[src/rtl/led_ctrl_pkg.sv]
// Shared types and constants for the LED pattern controller.
package led_ctrl_pkg;

  localparam int unsigned LedW = 5;

  typedef enum logic [1:0] {
    ModeIdle   = 2'd0,
    ModeChase  = 2'd1,
    ModeBounce = 2'd2,
    ModeBinary = 2'd3
  } mode_e;

  typedef enum logic {
    DirLeft  = 1'b0,
    DirRight = 1'b1
  } dir_e;

  localparam logic [LedW-1:0] SeedIdle   = 5'b00000;
  localparam logic [LedW-1:0] SeedChase  = 5'b00001;
  localparam logic [LedW-1:0] SeedBounce = 5'b00001;
  localparam logic [LedW-1:0] SeedBinary = 5'b00000;

  // Bounce reverses on reaching either end
  localparam logic [LedW-1:0] LedLeftEnd  = 5'b10000;
  localparam logic [LedW-1:0] LedRightEnd = 5'b00001;

  function automatic mode_e mode_next(mode_e m);
    mode_e r;
    case (m)
      ModeIdle:   r = ModeChase;
      ModeChase:  r = ModeBounce;
      ModeBounce: r = ModeBinary;
      ModeBinary: r = ModeIdle;
      default:    r = ModeIdle;
    endcase
    return r;
  endfunction

  function automatic logic [LedW-1:0] mode_seed(mode_e m);
    logic [LedW-1:0] s;
    case (m)
      ModeIdle:   s = SeedIdle;
      ModeChase:  s = SeedChase;
      ModeBounce: s = SeedBounce;
      ModeBinary: s = SeedBinary;
      default:    s = SeedIdle;
    endcase
    return s;
  endfunction

endpackage

[src/rtl/btn_debounce.sv]
// Button conditioner: 2-flop synchroniser, plus a stable-level debouncer when
// LED_PATTERN_CTRL_DEBOUNCE_EN is defined. Without the macro the synchronised
// level is passed straight through and DEBOUNCE_CYCLES has no effect.
module btn_debounce
  import led_ctrl_pkg::*;
#(
  parameter int unsigned DEBOUNCE_CYCLES = 120000
) (
  input  logic clk_i,
  input  logic rst_i,
  input  logic btn_i,
  output logic sync_o,
  output logic level_o
);

  logic [1:0] sync_q;

  // Two-stage synchroniser for the asynchronous button input
  always_ff @(posedge clk_i) begin
    if (rst_i) begin
      sync_q <= '0;
    end else begin
      sync_q <= {sync_q[0], btn_i};
    end
  end

  assign sync_o = sync_q[1];

`ifdef LED_PATTERN_CTRL_DEBOUNCE_EN
  localparam int unsigned CntW = (DEBOUNCE_CYCLES > 0) ? $clog2(DEBOUNCE_CYCLES + 1) : 1;
  localparam logic [CntW-1:0] CntLast = CntW'(DEBOUNCE_CYCLES - 1);

  logic [CntW-1:0] cnt_q, cnt_d;
  logic            level_q, level_d;

  // Accept a new level only after DEBOUNCE_CYCLES consecutive disagreeing samples
  always_comb begin
    cnt_d   = '0;
    level_d = level_q;
    if (sync_q[1] != level_q) begin
      if (cnt_q == CntLast) begin
        level_d = sync_q[1];
      end else begin
        cnt_d = cnt_q + 1'b1;
      end
    end
  end

  // Debounce counter and accepted level
  always_ff @(posedge clk_i) begin
    if (rst_i) begin
      cnt_q   <= '0;
      level_q <= 1'b0;
    end else begin
      cnt_q   <= cnt_d;
      level_q <= level_d;
    end
  end

  assign level_o = level_q;
`else
  logic unused_debounce_cycles;
  assign unused_debounce_cycles = ^DEBOUNCE_CYCLES;
  assign level_o = sync_q[1];
`endif

endmodule

[src/rtl/led_pattern_ctrl.sv]
// Five-LED pattern controller: button-selected mode (idle, chase, bounce,
// binary count), fixed-rate stepping, freeze button and heartbeat LED.
// Button debouncing is enabled by defining LED_PATTERN_CTRL_DEBOUNCE_EN.
module led_pattern_ctrl
  import led_ctrl_pkg::*;
#(
  parameter int unsigned TICK_DIV        = 1500000,
  parameter int unsigned DEBOUNCE_CYCLES = 120000
) (
  input  logic            CLK,
  input  logic            RST,
  input  logic            BTN_NEXT,
  input  logic            BTN_HOLD,
  output logic [LedW-1:0] LED,
  output logic            LEDR_N,
  output logic            LEDG_N,
  output logic [1:0]      MODE
);

  localparam int unsigned TickW = (TICK_DIV > 1) ? $clog2(TICK_DIV) : 1;
  localparam logic [TickW-1:0] TickLast = TickW'(TICK_DIV - 1);

  logic next_sync, next_lvl;
  logic unused_hold_sync, hold_lvl;

  btn_debounce #(
    .DEBOUNCE_CYCLES(DEBOUNCE_CYCLES)
  ) u_next (
    .clk_i  (CLK),
    .rst_i  (RST),
    .btn_i  (BTN_NEXT),
    .sync_o (next_sync),
    .level_o(next_lvl)
  );

  btn_debounce #(
    .DEBOUNCE_CYCLES(DEBOUNCE_CYCLES)
  ) u_hold (
    .clk_i  (CLK),
    .rst_i  (RST),
    .btn_i  (BTN_HOLD),
    .sync_o (unused_hold_sync),
    .level_o(hold_lvl)
  );

  logic [TickW-1:0] tick_cnt_q, tick_cnt_d;
  logic [1:0]       warm_q, warm_d;
  logic             armed_q, armed_d;
  logic             next_prev_q;
  mode_e            mode_q, mode_d;
  logic [LedW-1:0]  led_q, led_d;
  dir_e             dir_q, dir_d;
  logic             green_q, green_d;

  logic            tick, warm_done, next_rise;
  logic [LedW-1:0] shl, shr;

  assign tick      = (tick_cnt_q == TickLast);
  assign warm_done = (warm_q == 2'd2);
  // A button held through reset must be seen released before it can advance the mode
  assign next_rise = next_lvl & ~next_prev_q & armed_q;
  assign shl       = led_q << 1;
  assign shr       = led_q >> 1;

  // Next-state: mode change wins over a coincident tick, which is dropped
  always_comb begin
    mode_d     = mode_q;
    led_d      = led_q;
    dir_d      = dir_q;
    green_d    = green_q;
    tick_cnt_d = tick ? '0 : tick_cnt_q + 1'b1;
    warm_d     = warm_done ? warm_q : warm_q + 2'd1;
    armed_d    = armed_q | (warm_done & ~next_sync & ~next_lvl);

    if (next_rise) begin
      mode_d     = mode_next(mode_q);
      led_d      = mode_seed(mode_d);
      dir_d      = DirLeft;
      tick_cnt_d = '0;
      if (mode_d == ModeIdle) begin
        green_d = 1'b0;
      end
    end else if (tick && !hold_lvl && (mode_q != ModeIdle)) begin
      green_d = ~green_q;
      case (mode_q)
        ModeIdle: ;
        ModeChase: led_d = {led_q[LedW-2:0], led_q[LedW-1]};
        ModeBounce: begin
          if (dir_q == DirLeft) begin
            led_d = shl;
            if (shl == LedLeftEnd) dir_d = DirRight;
          end else begin
            led_d = shr;
            if (shr == LedRightEnd) dir_d = DirLeft;
          end
        end
        ModeBinary: led_d = led_q + 1'b1;
        default: ;
      endcase
    end
  end

  // State registers
  always_ff @(posedge CLK) begin
    if (RST) begin
      tick_cnt_q  <= '0;
      warm_q      <= '0;
      armed_q     <= 1'b0;
      next_prev_q <= 1'b0;
      mode_q      <= ModeIdle;
      led_q       <= SeedIdle;
      dir_q       <= DirLeft;
      green_q     <= 1'b0;
    end else begin
      tick_cnt_q  <= tick_cnt_d;
      warm_q      <= warm_d;
      armed_q     <= armed_d;
      next_prev_q <= next_lvl;
      mode_q      <= mode_d;
      led_q       <= led_d;
      dir_q       <= dir_d;
      green_q     <= green_d;
    end
  end

  assign LED    = led_q;
  assign MODE   = mode_q;
  assign LEDR_N = ~hold_lvl;
  assign LEDG_N = ~green_q;

endmodule
[config.mk]
export PLATFORM = sky130hd
export DESIGN_NAME = led_pattern_ctrl
export DESIGN_NICKNAME = d
export VERILOG_FILES = /design/src/rtl/led_ctrl_pkg.sv /design/src/rtl/btn_debounce.sv /design/src/rtl/led_pattern_ctrl.sv
export SDC_FILE = /design/constraint.sdc
export NUM_CORES = 1
export LEC_CHECK = 0
export CORE_MARGIN = 2
export CORE_UTILIZATION = 45
export CTS_CLUSTER_DIAMETER = 150
export DETAILED_ROUTE_END_ITERATION = 8
export PLACE_DENSITY = 0.74
export SLEW_MARGIN = 20
export SYNTH_ARGS = -nofsm -noshare
export SYNTH_HDL_FRONTEND = slang
export SYNTH_HIERARCHICAL = 1
export SYNTH_SLANG_ARGS = --single-unit
[constraint.sdc]
create_clock -name CLK -period 2.6 [get_ports CLK]
set_input_delay 0.78 -clock CLK [delete_from_list [all_inputs] [get_ports CLK]]
set_output_delay 0.78 -clock CLK [all_outputs]
set_load 0.02 [all_outputs]
Word-level counts from Yosys, hierarchy flattened
Cells that the tools add are included.

Bits of input ports: 4. Output and inout bits: 9. Logic and storage cells: 61. Register bits: 38.

Reductions and logical operators: 15. Muxes and demuxes: 13. Add/sub/neg operators: 3. Bitwise gates (word level): 9. Equal/unequal tests: 11.

Operators by type and width (count): adder 21 x 1 -> 21 bit, second input constant (1); equality test 21 bit, second input constant (1); two-way mux 5 bit (3); case mux 5 bit (3 select lines) (1); equality test 2 bit, second input constant (5); case mux 5 bit (2 select lines) (1); case mux 2 bit (4 select lines) (1); two-way mux 1 bit (6); AND reduction 2 bit (3); OR reduction 2 bit (3); adder 5 x 1 -> 5 bit, second input constant (1); bitwise AND 1 bit (4); equality test 2 x 1 -> 1 bit, second input constant (2); equality test 4 x 1 -> 1 bit, second input constant (1); equality test 4 bit, second input constant (1); zero test 2 bit (2); NOT 1 bit (4); nonzero test 2 bit (2); nonzero test 4 bit (1); OR reduction 3 bit (1); adder 2 x 1 -> 2 bit, second input constant (1); logical AND 1 bit (2); two-way mux 2 bit (1); != test 2 x 1 -> 1 bit, second input constant (1); 2 further kinds (2).

Longest topological paths before layout
Depth after elaboration: 8. Depth in mapped cells: 8. Mapped depth without buffers: 6.

Cells and area by module
Netlist, hierarchy kept.

By module, submodules not included: led_pattern_ctrl (times used 1, area each 1801.7 um2, cells an instance 218, seq. area each 680.7 um2); btn_debounce (times used 2, area each 60.1 um2, cells an instance 5, seq. area each 40.0 um2).

Least setup slack after synthesis
No wires, ideal clock.

Kind: register -> register. From: register mode_q[0], in the netlist MODE[0]. To: register green_q. Stages on the path, launching flop included: 7. Arrival time: 2.019 ns. Setup time: 0.070 ns. Required time: 2.530 ns. Period minus slack after synthesis: 2.089 ns. Buffers on the path: 0. Slack: 0.511 ns. Cell sequence: dfxtp_1 > inv_1 > ha_1 > nand4bb_1 > or4_4 > or4_1 > a21oi_1.

Longest elaborated chain between the ends: 6. Elaborated cells on any way between the ends: 12. Those cells by class: eq/ne: 4; mux: 2; reduce/logical: 6.

Ends and longest elaborated chain: from (decl) (RTL line led_pattern_ctrl.sv:50) `mode_e mode_q, mode_d;`; from (signal assigned) (RTL line led_pattern_ctrl.sv:110) `mode_q <= ModeIdle;`; from (signal assigned) (RTL line led_pattern_ctrl.sv:119) `mode_q <= mode_d;`; equality test 2 bit, or another cell as far along (RTL line led_ctrl_pkg.sv:29) `case (m)`; case mux 2 bit (4 select lines) (RTL line led_ctrl_pkg.sv:29); two-way mux 2 bit (RTL line led_pattern_ctrl.sv:75) `if (next_rise) begin`; zero test 2 bit (RTL line led_pattern_ctrl.sv:80) `if (mode_d == ModeIdle) begin`; != test 2 x 1 -> 1 bit (no source line); AND reduction 2 bit (no source line) *; to (signal assigned) (RTL line led_pattern_ctrl.sv:122) `green_q <= green_d;`; to (decl) (RTL line led_pattern_ctrl.sv:53) `logic green_q, green_d;`.

Mark *: on every way between the ends. The rest lies on a longest branch, timed or not. The select of a mux whose other input is x is not followed. A chain may end at the register's enable or synchronous reset.

Worst setup path after layout
From: register led_q[3], in the netlist LED[3]. To: output LED[3].

RTL lines: from (decl) (RTL line led_pattern_ctrl.sv:51) `logic [LedW-1:0] led_q, led_d;`; from (signal assigned) (RTL line led_pattern_ctrl.sv:111) `led_q <= SeedIdle;`; from (signal assigned) (RTL line led_pattern_ctrl.sv:120) `led_q <= led_d;`; to (decl) (RTL line led_pattern_ctrl.sv:14) `output logic [LedW-1:0] LED,`.

No word-level cell between the ends.

==> impl_table.tex <==
\begin{tabular}{lr}
\hline
Metric & Value \\
\hline
\multicolumn{2}{l}{\textbf{Routing}} \\
Wire length per cell & 12.61 um \\
Routed Antenna Nets & 0 \\
Detailed-route via count & 1589 \\
Count of TritonRoute iterations in the first routing pass & 4 \\
Total DRC errors in the routed layout & 0 \\
Vias per cell & 5.517 \\
Wire length reported by the detailed router & 3.633 mm \\
Number of DRC violations after detailed-routing iteration 0 & 111 \\
\multicolumn{2}{l}{\textbf{Job}} \\
Max-cap viol count & 0 \\
\multicolumn{2}{l}{\textbf{Critical path}} \\
Maximum net fanout on the critical path & 7 \\
Worst path max stage delay & 660 ps \\
Type of element capturing the critical path & primary output \\
Slowest library cell on the worst path & clkdlybuf4s50\_1 \\
Buffers \& Inverters on Critical Path & 1 \\
WP data required & 1820 ps \\
Crit-path leading delay family & buffers and inverters \\
Arrival time of data at the critical path endpoint & 1420 ps \\
CP startpoint kind & flip-flop \\
Critical path start-end classification & flip-flop to primary output \\
Crit path cell chain & clkdlybuf4s50\_1 \\
\multicolumn{2}{l}{\textbf{Floorplan}} \\
Die Width & 69.23 um \\
Area of the die & 4792 um\^{}2 \\
Top-Level Pins & 13 \\
Floorplan core area & 4058 um\^{}2 \\
Initial core utilization & 0.4718 \\
Num rows & 23 \\
Die height & 69.23 um \\
\multicolumn{2}{l}{\textbf{GRT}} \\
Number of global-route vias before repair & 1436 \\
Total overflow reported by the global router & 0 \\
Pin count of the biggest net entering global routing & 22 \\
Number of antenna violations at the first check in global routing & 0 \\
GRT Overall Usage & 0.1610 \\
Wire length of the first global-routing pass & 6.299 mm \\
\multicolumn{2}{l}{\textbf{Logic synthesis}} \\
Post-synthesis instance area & 1914 um\^{}2 \\
Post-Synthesis Mean Instance Area & 8.433 um\^{}2 \\
Synth warn & 6 \\
Cells after Synth & 227 \\
Net Count, Synth & 240 \\
\multicolumn{2}{l}{\textbf{Place}} \\
Number of port buffers & 12 \\
DPL Wire Length & 2.661 mm \\
Placer Congestion & 0.8665 \\
Number of instances in the placed design & 280 \\
Post-detailed-placement cell area & 2068 um\^{}2 \\
\multicolumn{2}{l}{\textbf{Timing}} \\
Relative slew margins & 0.5837 \\
Setup\_tns & 0 ps \\
Post-route minimum period & 2198 ps \\
Peak clock frequency supported by timing & 455.0 MHz \\
Largest clock skew in the final design & 10.66 ps \\
Setup-failing EPs final & 0 \\
RSZ-0062 raised after global routing & no \\
Hold Vio Cnt, Final & 0 \\
Slew @ Worst Pin & 618.7 ps \\
Number of pins with negative max-slew slack in the final report & 0 \\
Post-route fraction of the period consumed by the critical path & 0.8452 \\
Worst hold slack across all endpoints & 446.0 ps \\
\multicolumn{2}{l}{\textbf{Final layout}} \\
Area added between synthesis and finish & 13.73\% \\
Final instance area & 2177 um\^{}2 \\
Post-route insts no fill & 288 \\
Total number of nets in the final design & 250 \\
Count of antenna diodes in the layout & 0 \\
Fraction of layout cells with a size suffix above 1 & 0.06303 \\
\multicolumn{2}{l}{\textbf{CTS}} \\
Clock slew at the register clock pins of the worst setup and hold paths & 80 ps \\
Cts repair resizes & 0 \\
Clock Latency Late Sink & 300 ps \\
CTS root buf & clkbuf\_8 \\
Post-CTS Hold Buffers & 0 \\
Sinks on Clock Net & 38 \\
Number of CTS-inserted buffers & 5 \\
H-tree level count & 2 \\
Setup repair bufs after CTS & 0 \\
CTS tree & done \\
Clock Tree Buf Depth & 2 \\
\multicolumn{2}{l}{\textbf{Power}} \\
Internal Pwr Total & 940.8 uW \\
Sw frac & 0.2303 \\
Power density of the placed cells & 561.4 nW/um\^{}2 \\
Part of the power in registers & 0.516 \\
Share of total power in the clock network & 0.397 \\
Cell leakage power & 0.0007254 uW \\
P\_sw & 281.4 uW \\
Power share of the combinational group & 0.087 \\
Worst-case vdd ir drop & 0.0003130 V \\
\multicolumn{2}{l}{\textbf{Run status}} \\
Outcome & finished clean \\
\multicolumn{2}{l}{\textbf{Min path}} \\
Classification of the worst-slack hold path & flip-flop to flip-flop \\
\hline
\end{tabular}
==> power by group through the flow <==
| stage | sequential (uW) | clock, uW | combinational, uW |
|---|---|---|---|
| 6_report | 631 | 485 | 107 |
| 5_1_grt | 634 | 526 | 131 |
| 4_1_cts | 631 | 497 | 108 |
| 3_5_place_dp | 645 | 0 | 108 |
| 3_3_place_gp | 641 | 0 | 104 |
| 2_1_floorplan | 640 | 0 | 81.1 |
==> worst register-to-register path: cells and delay by family, from the launching register on <==
kind	cells	cell delay [ps]
adder cells (fa/ha/maj)	1	250
AO/OA/AOI/OAI	1	150
buffers and inverters	1	110
flip-flops	1	440
AND/OR/NAND/NOR	3	1140
==> metrics by stage <==
stage	setup slack, ps	power, uW	utilization
6_report	402.4	1222	0.5365
3_3_place_gp	490.7	744.9	0.5097
5_1_grt	343.1	1291	0.5365
4_1_cts	402.3	1236	0.5365
2_1_floorplan	511.0	721.5	-
3_5_place_dp	440.7	752.8	0.5097
==> registers in the layout (all words and copies together), names as in the netlist <==
signal	flops
green_q	1
dir_q	1
u_next/sync_q	2
warm_q	2
LED	5
MODE	2
armed_q	1
u_hold/sync_q	2
next_prev_q	1
tick_cnt_q	21
==> layout by cell type, fill, tap and decap left out, types with 3 or more instances in the layout <==
master           count
a21oi_1             16
a222oi_1             3
a311o_1              3
buf_4                3
clkbuf_8             5
clkdlybuf4s50_1     12
dfxtp_1             38
ha_1                 9
inv_1               16
nand2_1             10
nand3_1             13
nor2_1              29
nor2b_1              5
nor3_1               3
nor4_1               5
o21ai_0              6
o31ai_1              6
or3_1                6
or4_1                7
xnor2_1              8
xor2_1               5
==> final cells by class <==
type | count | area (um^2)
clock buffer | 5 | 68.82
clock inverter | 3 | 40.04
fill | 384 | 1881
inverter | 16 | 60.06
multi-input combinational | 161 | 1042
sequential | 38 | 760.7
tap | 50 | 62.56
timing repair buffer | 15 | 142.6
==> layer usage <==
| metal | track usage | wire length (um) | share of wire |
|---|---|---|---|
| met5 | 0 | 0 | 0 |
| met4 | 0.06754 | 39 | 0.011 |
| met3 | 0.05087 | 160 | 0.044 |
| met2 | 0.2436 | 1630 | 0.45 |
| met1 | 0.2118 | 1803 | 0.50 |
==> final timing paths <==
kind / start / to / slack, ps / depth (start not counted)
setup / recovery: LED[3]$_SDFFE_PP0P_ / LED[3] / 400 / 1
hold / removal: u_next/sync_q[0]$_SDFF_PP0_ / u_next/sync_q[1]$_SDFF_PP0_ / 450 / 1
setup reg to reg: MODE[0]$_SDFFE_PP0P_ / green_q$_SDFFE_PP0P_ / 450 / 6
hold reg to reg: u_next/sync_q[0]$_SDFF_PP0_ / u_next/sync_q[1]$_SDFF_PP0_ / 450 / 1
(Power assumes the default switching activity.)
